==> config.mk <==
export PLATFORM = sky130hd
export DESIGN_NAME = sys_front_end_flat
export DESIGN_NICKNAME = d
export VERILOG_FILES = /design/src/rtl/sys_fe_pkg.sv /design/src/rtl/sys_front_end_if.sv /design/src/rtl/debounce.sv /design/src/rtl/sys_front_end.sv /design/src/flat_wrapper.sv
export SDC_FILE = /design/constraint.sdc
export NUM_CORES = 1
export LEC_CHECK = 0
export ABC_AREA = 1
export BUFFER_PORTS_ARGS = -buffer_cell sky130_fd_sc_hd__buf_2
export CAP_MARGIN = 10
export CORE_ASPECT_RATIO = 1.75
export CORE_MARGIN = 2
export CORE_UTILIZATION = 30
export DETAILED_ROUTE_END_ITERATION = 7
export SLEW_MARGIN = 20
export SYNTH_ARGS = -nofsm -noshare
export SYNTH_HDL_FRONTEND = slang
export SYNTH_HIERARCHICAL = 1
export SYNTH_SLANG_ARGS = --single-unit
==> constraint.sdc <==
create_clock -name SYS_clk -period 1.42 [get_ports SYS_clk]
set_input_delay 0.142 -clock SYS_clk [delete_from_list [all_inputs] [get_ports SYS_clk]]
set_output_delay 0.142 -clock SYS_clk [all_outputs]
set_load 0.01 [all_outputs]
==> src/rtl/sys_fe_pkg.sv <==
// sys_fe_pkg: shared definitions for the board front-end that sits between
// the push buttons / slide switches and the single-cycle CPU datapath.
//   fe_state_e    : front-end FSM encoding, also shown on the LEDs
//   NUM_BTN/BTN_* : debounced button lanes and their indices
//   SEL_MAX       : last display-select value before wrapping to 0
//   PC_ALIGN_MASK : clears PC[1:0] so loaded PCs are word aligned
package sys_fe_pkg;

  typedef enum logic [1:0] {
    IDLE = 2'd0,
    RUN  = 2'd1,
    LOAD = 2'd2
  } fe_state_e;

  localparam int NUM_BTN  = 3;
  localparam int BTN_STEP = 0;
  localparam int BTN_LOAD = 1;
  localparam int BTN_SEL  = 2;

  localparam logic [2:0] SEL_MAX       = 3'd7;
  localparam logic [7:0] PC_ALIGN_MASK = 8'hFC;

  function automatic logic [2:0] sel_next(input logic [2:0] s);
    return (s == SEL_MAX) ? 3'd0 : s + 3'd1;
  endfunction

endpackage

==> src/rtl/sys_front_end_if.sv <==
// sys_front_end_if: board-side inputs and CPU-side outputs of the front-end.
//   master : board / stimulus side (drives buttons and switches)
//   slave  : the front-end itself
//   btn_step, btn_load, btn_sel : raw bouncy push buttons
//   sw_run, sw_pc[7:0]          : slide switches
//   cpu_tick, cpu_load          : CPU clock enable and PC-load strobe
//   cpu_pc_val, cpu_output_sel  : CPU PC load value and display select
//   fe_state[1:0]               : FSM state for LEDs
interface sys_front_end_if;
  logic       btn_step;
  logic       btn_load;
  logic       btn_sel;
  logic       sw_run;
  logic [7:0] sw_pc;
  logic       cpu_tick;
  logic       cpu_load;
  logic [7:0] cpu_pc_val;
  logic [7:0] cpu_output_sel;
  logic [1:0] fe_state;

  modport master (
    output btn_step, btn_load, btn_sel, sw_run, sw_pc,
    input  cpu_tick, cpu_load, cpu_pc_val, cpu_output_sel, fe_state
  );

  modport slave (
    input  btn_step, btn_load, btn_sel, sw_run, sw_pc,
    output cpu_tick, cpu_load, cpu_pc_val, cpu_output_sel, fe_state
  );
endinterface

==> src/rtl/debounce.sv <==
// debounce: one push-button lane.
//   clk, rst : clock, async active-high reset
//   btn_raw  : raw button level
//   rise     : one-cycle pulse on an accepted 0->1 level change
// The raw level goes through a 2-flop synchroniser; the synchronised level
// replaces the stored level once it has differed for DB_CYCLES consecutive
// cycles. rise is registered on the same edge the stable level flips, i.e.
// DB_CYCLES+2 edges after a clean raw change, so the consumer acts on it at
// edge DB_CYCLES+3.
module debounce #(
  parameter int DB_CYCLES = 16
) (
  input  logic clk,
  input  logic rst,
  input  logic btn_raw,
  output logic rise
);
  localparam int CW = (DB_CYCLES > 1) ? $clog2(DB_CYCLES) : 1;

  logic [1:0]    sync_q;
  logic          stable_q;
  logic [CW-1:0] cnt_q;

  always_ff @(posedge clk or posedge rst) begin
    if (rst) begin
      sync_q   <= '0;
      stable_q <= 1'b0;
      cnt_q    <= '0;
      rise     <= 1'b0;
    end else begin
      sync_q <= {sync_q[0], btn_raw};
      rise   <= 1'b0;
      if (sync_q[1] != stable_q) begin
        // DB_CYCLES-th consecutive differing sample: accept the new level
        if (cnt_q == CW'(DB_CYCLES - 1)) begin
          stable_q <= sync_q[1];
          cnt_q    <= '0;
          rise     <= sync_q[1];
        end else begin
          cnt_q <= cnt_q + CW'(1);
        end
      end else begin
        cnt_q <= '0;
      end
    end
  end
endmodule

==> src/rtl/sys_front_end.sv <==
// sys_front_end: debounces the step/load/select buttons, synchronises the
// run switch and generates the CPU clock enable, PC load and display select.
//   SYS_clk, SYS_reset : clock, async active-high reset
//   bus (slave)        : buttons/switches in, cpu_* and fe_state out
// All outputs come straight from flops.
module sys_front_end
  import sys_fe_pkg::*;
#(
  parameter int DB_CYCLES = 16,
  parameter int RUN_DIV   = 8
) (
  input  logic           SYS_clk,
  input  logic           SYS_reset,
  sys_front_end_if.slave bus
);
  localparam logic [7:0] DIV_LAST = 8'(RUN_DIV - 1);

  logic [NUM_BTN-1:0] btn_raw, btn_rise;
  logic [1:0]         run_sync;
  logic               run_s;

  fe_state_e  state_q, state_d;
  logic [7:0] div_q, div_d, pc_q, pc_d;
  logic       tick_q, tick_d, load_q, load_d, pend_q, pend_d;
  logic [2:0] sel_q;
  logic       load_req, go_load;

  assign btn_raw = {bus.btn_sel, bus.btn_load, bus.btn_step};

  for (genvar i = 0; i < NUM_BTN; i++) begin : g_btn
    debounce #(.DB_CYCLES(DB_CYCLES)) u_db (
      .clk    (SYS_clk),
      .rst    (SYS_reset),
      .btn_raw(btn_raw[i]),
      .rise   (btn_rise[i])
    );
  end

  assign run_s = run_sync[1];

  // A load that would land right after a tick is held one cycle so that
  // cpu_tick is never high two cycles in a row.
  assign load_req = btn_rise[BTN_LOAD] | pend_q;
  assign go_load  = load_req & ~tick_q;
  assign pend_d   = load_req & tick_q;

  always_comb begin
    state_d = state_q;
    div_d   = '0;
    tick_d  = 1'b0;
    load_d  = 1'b0;
    pc_d    = pc_q;
    case (state_q)
      IDLE: begin
        // load > run > step; a step rising alongside a load is dropped
        if (load_req) begin
          if (go_load) state_d = LOAD;
        end else if (run_s) begin
          state_d = RUN;
        end else if (btn_rise[BTN_STEP]) begin
          tick_d = 1'b1;
        end
      end
      RUN: begin
        if (go_load) begin
          state_d = LOAD;
        end else if (!run_s) begin
          state_d = IDLE;
        end else begin
          div_d  = (div_q == DIV_LAST) ? 8'd0 : div_q + 8'd1;
          tick_d = (div_d == DIV_LAST);
        end
      end
      LOAD:    state_d = run_s ? RUN : IDLE;
      default: state_d = IDLE;
    endcase
    if (state_d == LOAD) begin
      tick_d = 1'b1;
      load_d = 1'b1;
      pc_d   = bus.sw_pc & PC_ALIGN_MASK;
    end
  end

  always_ff @(posedge SYS_clk or posedge SYS_reset) begin
    if (SYS_reset) begin
      run_sync <= '0;
      state_q  <= IDLE;
      div_q    <= '0;
      tick_q   <= 1'b0;
      load_q   <= 1'b0;
      pc_q     <= '0;
      pend_q   <= 1'b0;
      sel_q    <= '0;
    end else begin
      run_sync <= {run_sync[0], bus.sw_run};
      state_q  <= state_d;
      div_q    <= div_d;
      tick_q   <= tick_d;
      load_q   <= load_d;
      pc_q     <= pc_d;
      pend_q   <= pend_d;
      if (btn_rise[BTN_SEL]) sel_q <= sel_next(sel_q);
    end
  end

  assign bus.cpu_tick       = tick_q;
  assign bus.cpu_load       = load_q;
  assign bus.cpu_pc_val     = pc_q;
  assign bus.cpu_output_sel = {5'b0, sel_q};
  assign bus.fe_state       = state_q;
endmodule

==> src/flat_wrapper.sv <==
// flat-port wrapper written by rule: the top's interface ports become plain ports
module sys_front_end_flat import sys_fe_pkg::*;
#(
  parameter int DB_CYCLES = 16,
  parameter int RUN_DIV   = 8
)
  (SYS_clk, SYS_reset, bus_btn_step, bus_btn_load, bus_btn_sel, bus_sw_run, bus_sw_pc, bus_cpu_tick, bus_cpu_load, bus_cpu_pc_val, bus_cpu_output_sel, bus_fe_state);
  sys_front_end_if bus_i ();
  input  logic SYS_clk;
  input  logic SYS_reset;
  input wire logic [$bits(bus_i.btn_step)-1:0] bus_btn_step;
  input wire logic [$bits(bus_i.btn_load)-1:0] bus_btn_load;
  input wire logic [$bits(bus_i.btn_sel)-1:0] bus_btn_sel;
  input wire logic [$bits(bus_i.sw_run)-1:0] bus_sw_run;
  input wire logic [$bits(bus_i.sw_pc)-1:0] bus_sw_pc;
  output wire logic [$bits(bus_i.cpu_tick)-1:0] bus_cpu_tick;
  output wire logic [$bits(bus_i.cpu_load)-1:0] bus_cpu_load;
  output wire logic [$bits(bus_i.cpu_pc_val)-1:0] bus_cpu_pc_val;
  output wire logic [$bits(bus_i.cpu_output_sel)-1:0] bus_cpu_output_sel;
  output wire logic [$bits(bus_i.fe_state)-1:0] bus_fe_state;
  assign bus_i.btn_step = bus_btn_step;
  assign bus_i.btn_load = bus_btn_load;
  assign bus_i.btn_sel = bus_btn_sel;
  assign bus_i.sw_run = bus_sw_run;
  assign bus_i.sw_pc = bus_sw_pc;
  assign bus_cpu_tick = bus_i.cpu_tick;
  assign bus_cpu_load = bus_i.cpu_load;
  assign bus_cpu_pc_val = bus_i.cpu_pc_val;
  assign bus_cpu_output_sel = bus_i.cpu_output_sel;
  assign bus_fe_state = bus_i.fe_state;
  sys_front_end #(.DB_CYCLES(DB_CYCLES), .RUN_DIV(RUN_DIV)) u_core (.SYS_clk(SYS_clk), .SYS_reset(SYS_reset), .bus(bus_i));
endmodule
==> impl_results.md, run 1 <==
- Die ar.: 7754 sq um
- Final setup fails: 0
- Worst hold slack: around 0.054 ns
- Placed Area: 2337 sq um
- Leakage: 1.259 nW
- Hold Path Origin: bus_sw_pc[5]
- Hold Vio Cnt, Final: 0
- Sequential area share after synthesis: 0.5687
- Vias in the first global route: 1429
- Slowest CP cell: dfrtp_1
- Final worst-path cycle share: 0.8933
- Worst path arrival time: 1.44 ns
- Drt total wl: approximately 3.5 mm
- R2R Setup Slk: 0.15 ns
- Final Wtd Congestion: 0.7742
- Htree depth: 2
- Register Area: about 1200 sq um
- Synthesized instance count: 219
- Hold Path Sink: u_core/bus.cpu_pc_val[5]
- Max Cap Violations: 0
- Fill cell count: roughly 700
- Total gr overflow: 0
- Starting density of the core: 0.3080
- Reg-to-reg endpoint: u_core/bus.cpu_tick
- Area Overhead vs Synth: 20.14%
- R2r startpoint: u_core/div_q[0]
- Initial DRT Pass Iterations: 5
- Clock Path Buffers: 2
- Pin count of the biggest net entering global routing: 23
- Core footprint: 6857 sq um
- Rows: 40
- Worst hold stages: 3
- Antenna-violating nets left: 0
- Design Area, Final: between 2000 and 3000 sq um
- Outcome: completed
- Worst Setup SP: u_core/div_q[0]
- CP Class: reg -> reg
- First-pass GRT wire length: 6.099 mm
- Yosys reg bits: 48
- GR Util All Layers: 0.1059
- Antenna violations before repair: 0
- Via-to-Cell Ratio: 4.344
- Maximum VDD drop: 0.8833 mV
- Crit path max fanout: 5
- CP endpoint kind: flip-flop
- Wirelength per Cell: 10.31 microns
- Nets: ~280
- F_max: 0.7883 GHz
- I/O pin count: 34
- Power density over cell area: 1067 nW/um^2
- Startpoint types: flip-flop
- DRT iter0 DRCs: 29
- TritonCTS clock tree: done
- Min-Delay Path Class: in -> reg
- Reg clk slew, reported paths: 0.06 ns
- Clock Latency Late Sink: 0.28 ns
- Worst-path cell chain: ha_2 > nand2_2 > clkinv_2 > nand2_1 > nand2_1 > o21ai_0 > nor2_1 > nand3_1 > nand3_1
- Min Tclk post-route: between 1 and 1.5 ns
- Die height: 115.0 microns
- Vias after detailed routing: 1490
- RSZ-0062 raised after global routing: no
- Post-DP HPWL: 2.750 mm
- Num CTS Buffers: 5
- R2r worst-path depth: 9
- Multi-input logic area: 772.0 sq um
- CP peak stage delay: 0.38 ns
- Worst Skew: 0.003236 ns
- Ys Warns: 6
- Synth cell types: 26
- Clock sinks: 48
- Syn Area/Cell: about 9.6 sq um
- Root buffer cell: clkbuf_16
- PortBufs: 24
- Diode count: 0
- Die width: slightly below 70 microns
- Setup TNS: 0 ns
- Remaining design rule violation count: 0
- CP required: between 1.5 and 2 ns
- Layout cell share with drive strength beyond 1: 0.2587
- Post-Syn Area: 2112 sq um
- Final Slew Violations: 0
## repair_timing
| item | 4_1_cts | 5_1_grt |
|---|---|---|
| setup endpoints to repair | 0 | 1 |
| hold buffers | 5 | 0 |
| setup buffers | 0 | 0 |
| endpoints found under the hold margin | 30 | 0 |
| gates resized for setup | 0 | 2 |
## cells by family (layout without fill, tap and decap cells)
family / Yosys count / count (layout) / share of synthesized area
AND/OR/NAND/NOR: 110 / 110 / 0.2553
adder cells (fa/ha/maj): 7 / 7 / 0.04147
flip-flops: 48 / 48 / 0.5687
buffers and inverters: 37 / 71 / 0.07879
AO/OA/AOI/OAI: 12 / 12 / 0.03613
XOR/XNOR: 3 / 3 / 0.01244
multiplexers: 1 / 1 / 0.005331
other: 1 / 7 / 0.001776
## cell usage in the layout (no fill, tap or decap), types with 4 or more instances in the layout
master / n
buf_2: 24
buf_4: 4
clkbuf_16: 5
conb_1: 7
dfrtp_1: 48
dlygate4sd3_1: 5
ha_1: 6
inv_1: 21
inv_2: 7
nand2_1: 44
nand2_2: 5
nand3_1: 10
nand3_2: 7
nand4_1: 7
nor2_1: 25
nor2_2: 5
## worst max path at each step
stage                          endpoint  slack (ns)  cells after the start
global placement    u_core/bus.cpu_tick        0.11                      9
detailed placement  u_core/bus.cpu_tick        0.10                      9
global route        u_core/bus.cpu_tick        0.01                     10
floorplan           u_core/bus.cpu_tick        0.14                      9
CTS                 u_core/bus.cpu_tick        0.08                      9
finish              u_core/bus.cpu_tick        0.15                      9
## cell usage after synthesis
library cell | count | area, sq um
a211oi_1 | 2 | 15.01
a21oi_1 | 2 | 10.01
buf_4 | 7 | 52.55
clkinv_1 | 1 | 3.750
clkinv_2 | 1 | 5.000
conb_1 | 1 | 3.750
dfrtp_1 | 48 | 1201
ha_1 | 7 | 87.58
inv_1 | 21 | 78.83
inv_2 | 7 | 26.28
mux2_2 | 1 | 11.26
nand2_1 | 45 | 168.9
nand2_2 | 4 | 25.02
nand3_1 | 10 | 50.05
nand3_2 | 7 | 70.07
nand4_1 | 7 | 43.79
nor2_1 | 25 | 93.84
nor2_2 | 5 | 31.28
nor2_4 | 1 | 11.26
nor3_1 | 3 | 15.01
nor3_2 | 3 | 30.03
o21ai_0 | 2 | 10.01
o21ai_1 | 3 | 15.01
o21bai_1 | 2 | 15.01
o21bai_2 | 1 | 11.26
xnor2_1 | 3 | 26.28
## per-stage QoR
step,util,instances,setup slack (ns),total power [mW]
final,0.3701,343,0.1515,2.709
after global routing,0.3701,343,0.01280,2.845
after CTS,0.3693,343,0.08491,2.775
after detailed placement,0.3409,330,0.1050,1.596
after global placement,0.3409,330,0.1099,1.592
after floorplan,-,225,0.1442,1.560
## final cells by class
| type | count | area share |
|---|---|---|
| Multi-Input combinational cell | 140 | 0.3042 |
| Timing Repair Buffer | 33 | 0.07890 |
| Inverter | 30 | 0.04487 |
| Sequential cell | 48 | 0.4734 |
| Clock inverter | 2 | 0.006410 |
| Clock buffer | 6 | 0.05079 |
| Tap cell | 84 | 0.04142 |
## sequential cells by signal, summed over array words and instances (netlist names), 3 cells and up
| signal | cells |
|---|---|
| u_core/g_btn.u_db/stable_q | 3 |
| u_core/g_btn.u_db/sync_q | 6 |
| u_core/div_q | 8 |
| u_core/sel_q | 3 |
| u_core/g_btn.u_db/cnt_q | 12 |
| u_core/g_btn.u_db/rise | 3 |
| u_core/bus.cpu_pc_val | 6 |
## critical path, delay by kind of cell, from the launching register on
kind | cells | cell delay (ns)
AND/OR/NAND/NOR | 6 | 0.39
flip-flops | 1 | 0.38
adder cells (fa/ha/maj) | 1 | 0.20
AO/OA/AOI/OAI | 1 | 0.10
buffers and inverters | 1 | 0.08
## report_power, final
group | switching [mW] | internal, mW | total [mW]
clock network | 0.477 | 0.655 | 1.13
logic | 0.0871 | 0.0565 | 0.144
registers | 0.0290 | 1.40 | 1.43
## layer usage
metal	track usage	share of wire	wire length, microns
met1	0.1165	0.41	1455
met2	0.1795	0.52	1847
met3	0.02740	0.041	145
met4	0.06122	0.025	87
met5	0	0	0
Power figures use the tool's default switching activity.
==> run 2, diff against run 1 <==
- BUFFER_PORTS_ARGS: -buffer_cell sky130_fd_sc_hd__buf_2 -> default
- CTS_BUF_LIST: default -> sky130_fd_sc_hd__clkbuf_4
- DONT_BUFFER_PORTS: default -> 1
- clock period: 1.42 -> 1.3 ns (I/O delays scaled with it)
==> run 2 against run 1 <==
- core utilization shrank 0.13 points
- critical path depth shrank 1
- clock-buffer cell count shrank 1
- power shrank 4.8%
- highest routed layer unchanged
- non-clock buffer count shrank 7
- die area is the same
- final area shrank 0.34%
==> impl_results.md, run 2 (synthesized netlist as in run 1, its figures left out) <==
- Leakage: 1.217 nW
- CP endpoint kind: flip-flop
- Pin count of the biggest net entering global routing: 23
- DRT iter0 DRCs: 26
- Final Wtd Congestion: 0.8381
- Hold Vio Cnt, Final: 0
- Worst Skew: 0.01606 ns
- Total gr overflow: 0
- Vias after detailed routing: between 1000 and 1500
- Final worst-path cycle share: 0.9552
- Multi-input logic area: 802.0 sq um
- Nets: 272
- Reg clk slew, reported paths: 0.14 ns
- Rows: 40
- CP Buf/Inv Count: 1
- Core Util, Final: 0.3688
- Placed Area: 2277 sq um
- Biggest register: u_core/g_btn.u_db/cnt_q
- CP Class: reg -> reg
- RSZ-0062 raised after global routing: yes
- Antenna violations before repair: 0
- Setup WS pre-CTS: -0.02957 ns
- Clock sinks: 48
- Remaining design rule violation count: 0
- Core footprint: 6857 sq um
- Worst-path cell chain: buf_6 > nand3_4 > nor2_4 > nand2_2 > o21bai_2 > nand2_1 > nand3_1 > nand3_1
- Final setup fails: 0
- Root buffer cell: clkbuf_4
- Final Slew Violations: 0
- Tot Pwr: 2.579 mW
- Startpoint types: flip-flop
- Clock Latency Late Sink: 0.37 ns
- F_max: 0.8053 GHz
- Min-Delay Path Class: in -> async
- Die height: 115.0 microns
- Wirelength per Cell: 11.20 microns
- GR Util All Layers: 0.1171
- R2r startpoint: u_core/div_q[0]
- Power density over cell area: 1020 nW/um^2
- Diode count: 0
- Num CTS Buffers: 5
- Max FFs per register: 12
- PortBufs: 0
- Crit path max fanout: 4
- First-pass GRT wire length: 6.803 mm
- CP required: 1.57 ns
- Layout cell share with drive strength beyond 1: 0.2302
- Htree depth: 2
- Critical path's most frequent cell: nand3_1
- Maximum VDD drop: 0.7371 mV
- Commonest non-fill, non-tap cell in the layout: dfrtp_1
- Die ar.: 7754 sq um
- Most frequent cells in the layout: dfrtp_1, nand2_1, nor2_1
- I/O pin count: 34
- Register Area: 1201 sq um
- Reg-to-reg endpoint: u_core/bus.cpu_tick
- Starting density of the core: 0.3080
- Outcome: completed
- Initial DRT Pass Iterations: 4
- Setup TNS: 0 ns
- Die width: 67.43 microns
- Largest registers: u_core/g_btn.u_db/cnt_q: 12 flops, u_core/div_q: 8 flops
- Worst path arrival time: 1.51 ns
- CP top delay family: simple AND/OR/NAND/NOR gates
- CP peak stage delay: 0.43 ns
- Clock Path Buffers: 2
- R2r worst-path depth: 8
- TritonCTS clock tree: done
- Post-DP HPWL: 2.866 mm
- Via-to-Cell Ratio: 4.378
- Fill cell count: 688
- Antenna-violating nets left: 0
- R2R Setup Slk: ~0.058 ns
- Slowest CP cell: dfrtp_1
- Max Cap Violations: 0
- Vias in the first global route: 1524
- Final worst setup slack: between 0.05 and 0.06 ns
- Min Tclk post-route: between 1 and 1.5 ns
- Area Overhead vs Synth: 19.73%
- Drt total wl: 3.763 mm
- Design Area, Final: 2529 sq um
run 2: how the worst max path moves through the flow:
stage,endpoint,slack (ns),cells after the start,start
2_1_floorplan,u_core/bus.cpu_tick,0.02,9,u_core/div_q[0]
3_3_place_gp,u_core/bus.cpu_tick,-0.006,9,u_core/div_q[0]
3_5_place_dp,u_core/bus.cpu_tick,-0.03,9,u_core/div_q[0]
4_1_cts,u_core/bus.cpu_tick,0.02,9,u_core/div_q[0]
5_1_grt,u_core/bus.cpu_tick,-0.1,8,u_core/div_q[1]
6_report,u_core/bus.cpu_tick,0.06,8,u_core/div_q[0]
run 2: layer usage:
layer  wire length, microns  track usage  vias up
met5                      0            0        -
met3                    163      0.02740        5
met1                   1493       0.1266      690
li1                       -            -      744
met4                    102      0.06531        0
met2                   2003       0.2040       32
run 2: repair_timing:
item                       4_1_cts  5_1_grt
pin swaps                        0        4
hold endpoints to repair        58        0
cloned                           0        0
setup endpoints to repair        1       11
hold buffers                    11        0
setup buffers                    0        3
resized for setup                2       11
run 2: through the flow:
step / hold slack (ns) / std cells
2_1_floorplan: -0.05434 / 225
3_3_place_gp: -0.1163 / 314
3_5_place_dp: -0.1124 / 314
4_1_cts: 0.09971 / 333
5_1_grt: 0.1141 / 336
6_report: 0.1243 / 336
run 2: where the power goes:
group | switching [mW] | internal (mW)
Clock | 0.460 | 0.393
Combinational | 0.0953 | 0.0654
Sequential | 0.0332 | 1.53
Total | 0.588 | 1.99
run 2: layout make-up:
cell class | instances | area share
tap | 84 | 0.04156
multi-input combinational | 140 | 0.3172
clock buffer | 5 | 0.01484
timing repair buffer | 26 | 0.09104
sequential | 48 | 0.4750
inverter | 30 | 0.04552
clock inverter | 3 | 0.01484
run 2: worst reg2reg max path, stage by stage, from the launching register on:
cell,delay [ns]
dfrtp_1,0.43
buf_6,0.14
nand3_4,0.09
nor2_4,0.11
nand2_2,0.06
o21bai_2,0.10
nand2_1,0.08
nand3_1,0.08
nand3_1,0.06
==> run 3, diff against run 2 <==
- SLEW_MARGIN: 20 -> default
- SYNTH_HIERARCHICAL: 1 -> default
==> run 3 against run 2 <==
- sequential power hardly changed
- sequential share of layout area is 0.57 points higher
- wire length is 6.0% lower
- non-clock buffer count is 1 higher
- setup slack worse by 0.057 ns
- synthesized cell count is 5.9% lower
- worst hold slack better by 0.11 ns
- final area is 1.1% lower
- final cell count is 4.2% lower
- combinational power is 9% higher
- power is 1.7% higher
- area after synthesis is 3.4% lower
- critical endpoint is now u_core.bus.cpu_tick
==> impl_results.md, run 3 <==
- I/O pin count: 34
- Antenna-violating nets left: 0
- Vias after detailed routing: 1409
- TritonCTS clock tree: done
- Sequential area share after synthesis: 0.5886
- Max FFs per register: 12
- Min Tclk post-route: 1.298 ns
- EDFF count, synth: 0
- F_max: about 0.77 GHz
- Die height: 113.1 microns
- Root buffer cell: clkbuf_4
- Final Slew Violations: 0
- Clock sinks: 48
- Setup WS pre-CTS: -0.009636 ns
- Most frequent cell after synthesis: dfrtp_1
- Synth top cells by count: dfrtp_1, nand2_1, nor2_1
- Core footprint: 6539 sq um
- Final Wtd Congestion: just under 0.8
- Fill cell count: 664
- Antenna violations before repair: 0
- Worst path arrival time: 1.57 ns
- Vias in the first global route: 1398
- Starting density of the core: 0.3121
- Worst Skew: 0.01105 ns
- Crit path max fanout: 3
- Commonest non-fill, non-tap cell in the layout: dfrtp_1
- Cell taking the most area after synthesis: dfrtp_1
- Outcome: completed
- First-pass GRT wire length: 6.003 mm
- Post-Syn Area: 2041 sq um
- Met1 Use GR: 0.1099
- Reg clk slew, reported paths: 0.14 ns
- Layout cell share with drive strength beyond 1: 0.2292
- Pin count of the biggest net entering global routing: 49
- Power density over cell area: 1049 nW/um^2
- Max Cap Violations: 0
- Biggest register: u_core.g_btn.u_db.cnt_q
- CP endpoint kind: flip-flop
- Leakage: 1.181 nW
- Tot Pwr: 2.623 mW
- Clock Latency Late Sink: 0.36 ns
- Setup TNS: 0 ns
- Cell total after placement: 298
- Htree depth: 2
- Asr flop ratio synth: 1.000
- PortBufs: 0
- Maximum VDD drop: 0.4686 mV
- Diode count: 0
- Post-DP HPWL: approximately 2.4 mm
- Initial DRT Pass Iterations: 4
- Area contributors post-synth: dfrtp_1, nand2_1, nor2_1
- Yosys reg bits: 48
- Syn Area/Cell: 9.906 sq um
- Grt met3 use: 0.02684
- Final worst-path cycle share: 0.9988
- CP Class: reg -> reg
- Via-to-Cell Ratio: 4.376
- Synth top area share: 0.5886
- Synthesized instance count: slightly above 200
- Remaining design rule violation count: 0
- Largest registers: u_core.g_btn.u_db.cnt_q: 12 flops, u_core.div_q: 8 flops
- Most frequent cells in the layout: dfrtp_1, nand2_1, nor2_1
- DRT iter0 DRCs: 62
- Final worst setup slack: 0.001613 ns
- Total gr overflow: 0
- GRT busiest layer: met2
- Cell Count, Final, Fillers Out: 322
- Clock Path Buffers: 2
- Min-Delay Path Class: in -> async
- Wirelength per Cell: 10.99 microns
- Num CTS Buffers: 5
- Nets: 260
- Die width: 66.35 microns
- Drt total wl: 3.538 mm
- Area Overhead vs Synth: 22.56%
- Startpoint types: flip-flop
- Hold Vio Cnt, Final: 0
- Top FF cell, synth: dfrtp_1
- Final setup fails: 0
- Ys Warns: 0
- Rows: 39
- Grt met2 use: 0.1807
- RSZ-0062 raised after global routing: yes
- CP required: 1.57 ns
- Synth cell types: 28
- GR Util All Layers: 0.1042
- Die ar.: 7504 sq um
## run 3: per-layer routing
metal | vias to the layer above | wire length [microns]
met5 | - | 0
met4 | 0 | 97
met3 | 7 | 123
met2 | 18 | 1931
met1 | 681 | 1386
li1 | 703 | -
## run 3: kinds of logic (layout without fill, tap and decap cells)
family,after synthesis,after routing,share of synthesized area
AND/OR/NAND/NOR,97,97,0.2134
adder cells (fa/ha/maj),7,7,0.04292
other,1,7,0.001838
XOR/XNOR,7,7,0.03004
flip-flops,48,48,0.5886
AO/OA/AOI/OAI,17,17,0.05333
buffers and inverters,28,56,0.06437
multiplexers,1,1,0.005518
## run 3: what timing repair did
action,in CTS,in global routing
setup buffers,1,4
resized for setup,5,12
endpoints found under the hold margin,58,0
hold buffers,11,0
pin swaps,3,7
endpoints found under the setup margin,1,17
cloned,0,0
## run 3: layout make-up
cell class / instances / area [sq um] / share of cell area
tap: 82 / 102.6 / 0.04102
inverter: 21 / 78.83 / 0.03152
sequential: 48 / 1202 / 0.4807
timing repair buffer: 27 / 246.5 / 0.09855
multi-input combinational: 136 / 790.8 / 0.3162
clock inverter: 2 / 35.03 / 0.01401
clock buffer: 6 / 45.04 / 0.01801
## run 3: worst paths after layout
kind	startpoint	to	cells after the start	slack, ns
max reg2reg	u_core.div_q[0]	u_core.bus.cpu_tick	8	0.002
max in group asynchronous	SYS_reset	u_core.div_q[2]	3	0.83
min reg2reg	u_core.g_btn[1].u_db.sync_q[0]	u_core.g_btn[1].u_db.sync_q[1]	0	0.36
min in group SYS_clk	bus_sw_run	u_core.run_sync[0]	1	0.31
min	SYS_reset	u_core.pend_q	3	0.24
max	u_core.div_q[0]	u_core.bus.cpu_tick	8	0.002
## run 3: critical path, stage by stage, from the launching register on
cell	delay, ns
dfrtp_1	0.44
buf_6	0.14
buf_4	0.13
nand4_1	0.08
nand2_1	0.08
o21ai_2	0.15
nor2_2	0.06
nand3_2	0.07
nand3_1	0.06
## run 3: stage by stage
step | hold WS [ns] | cell area, sq um | util
after detailed placement | 0.08024 | 2208 | 0.3377
after floorplan | 0.1614 | 2063 | -
after global placement | 0.07763 | 2208 | 0.3377
after CTS | 0.2210 | 2432 | 0.3720
final | 0.2383 | 2501 | 0.3825
after global routing | 0.2318 | 2501 | 0.3825
## run 3: where the power goes
part | internal, mW | switching (mW) | leakage (nW)
registers | 1.53 | 0.0269 | 0.608
clock network | 0.425 | 0.465 | 0.0456
logic | 0.0801 | 0.0947 | 0.527
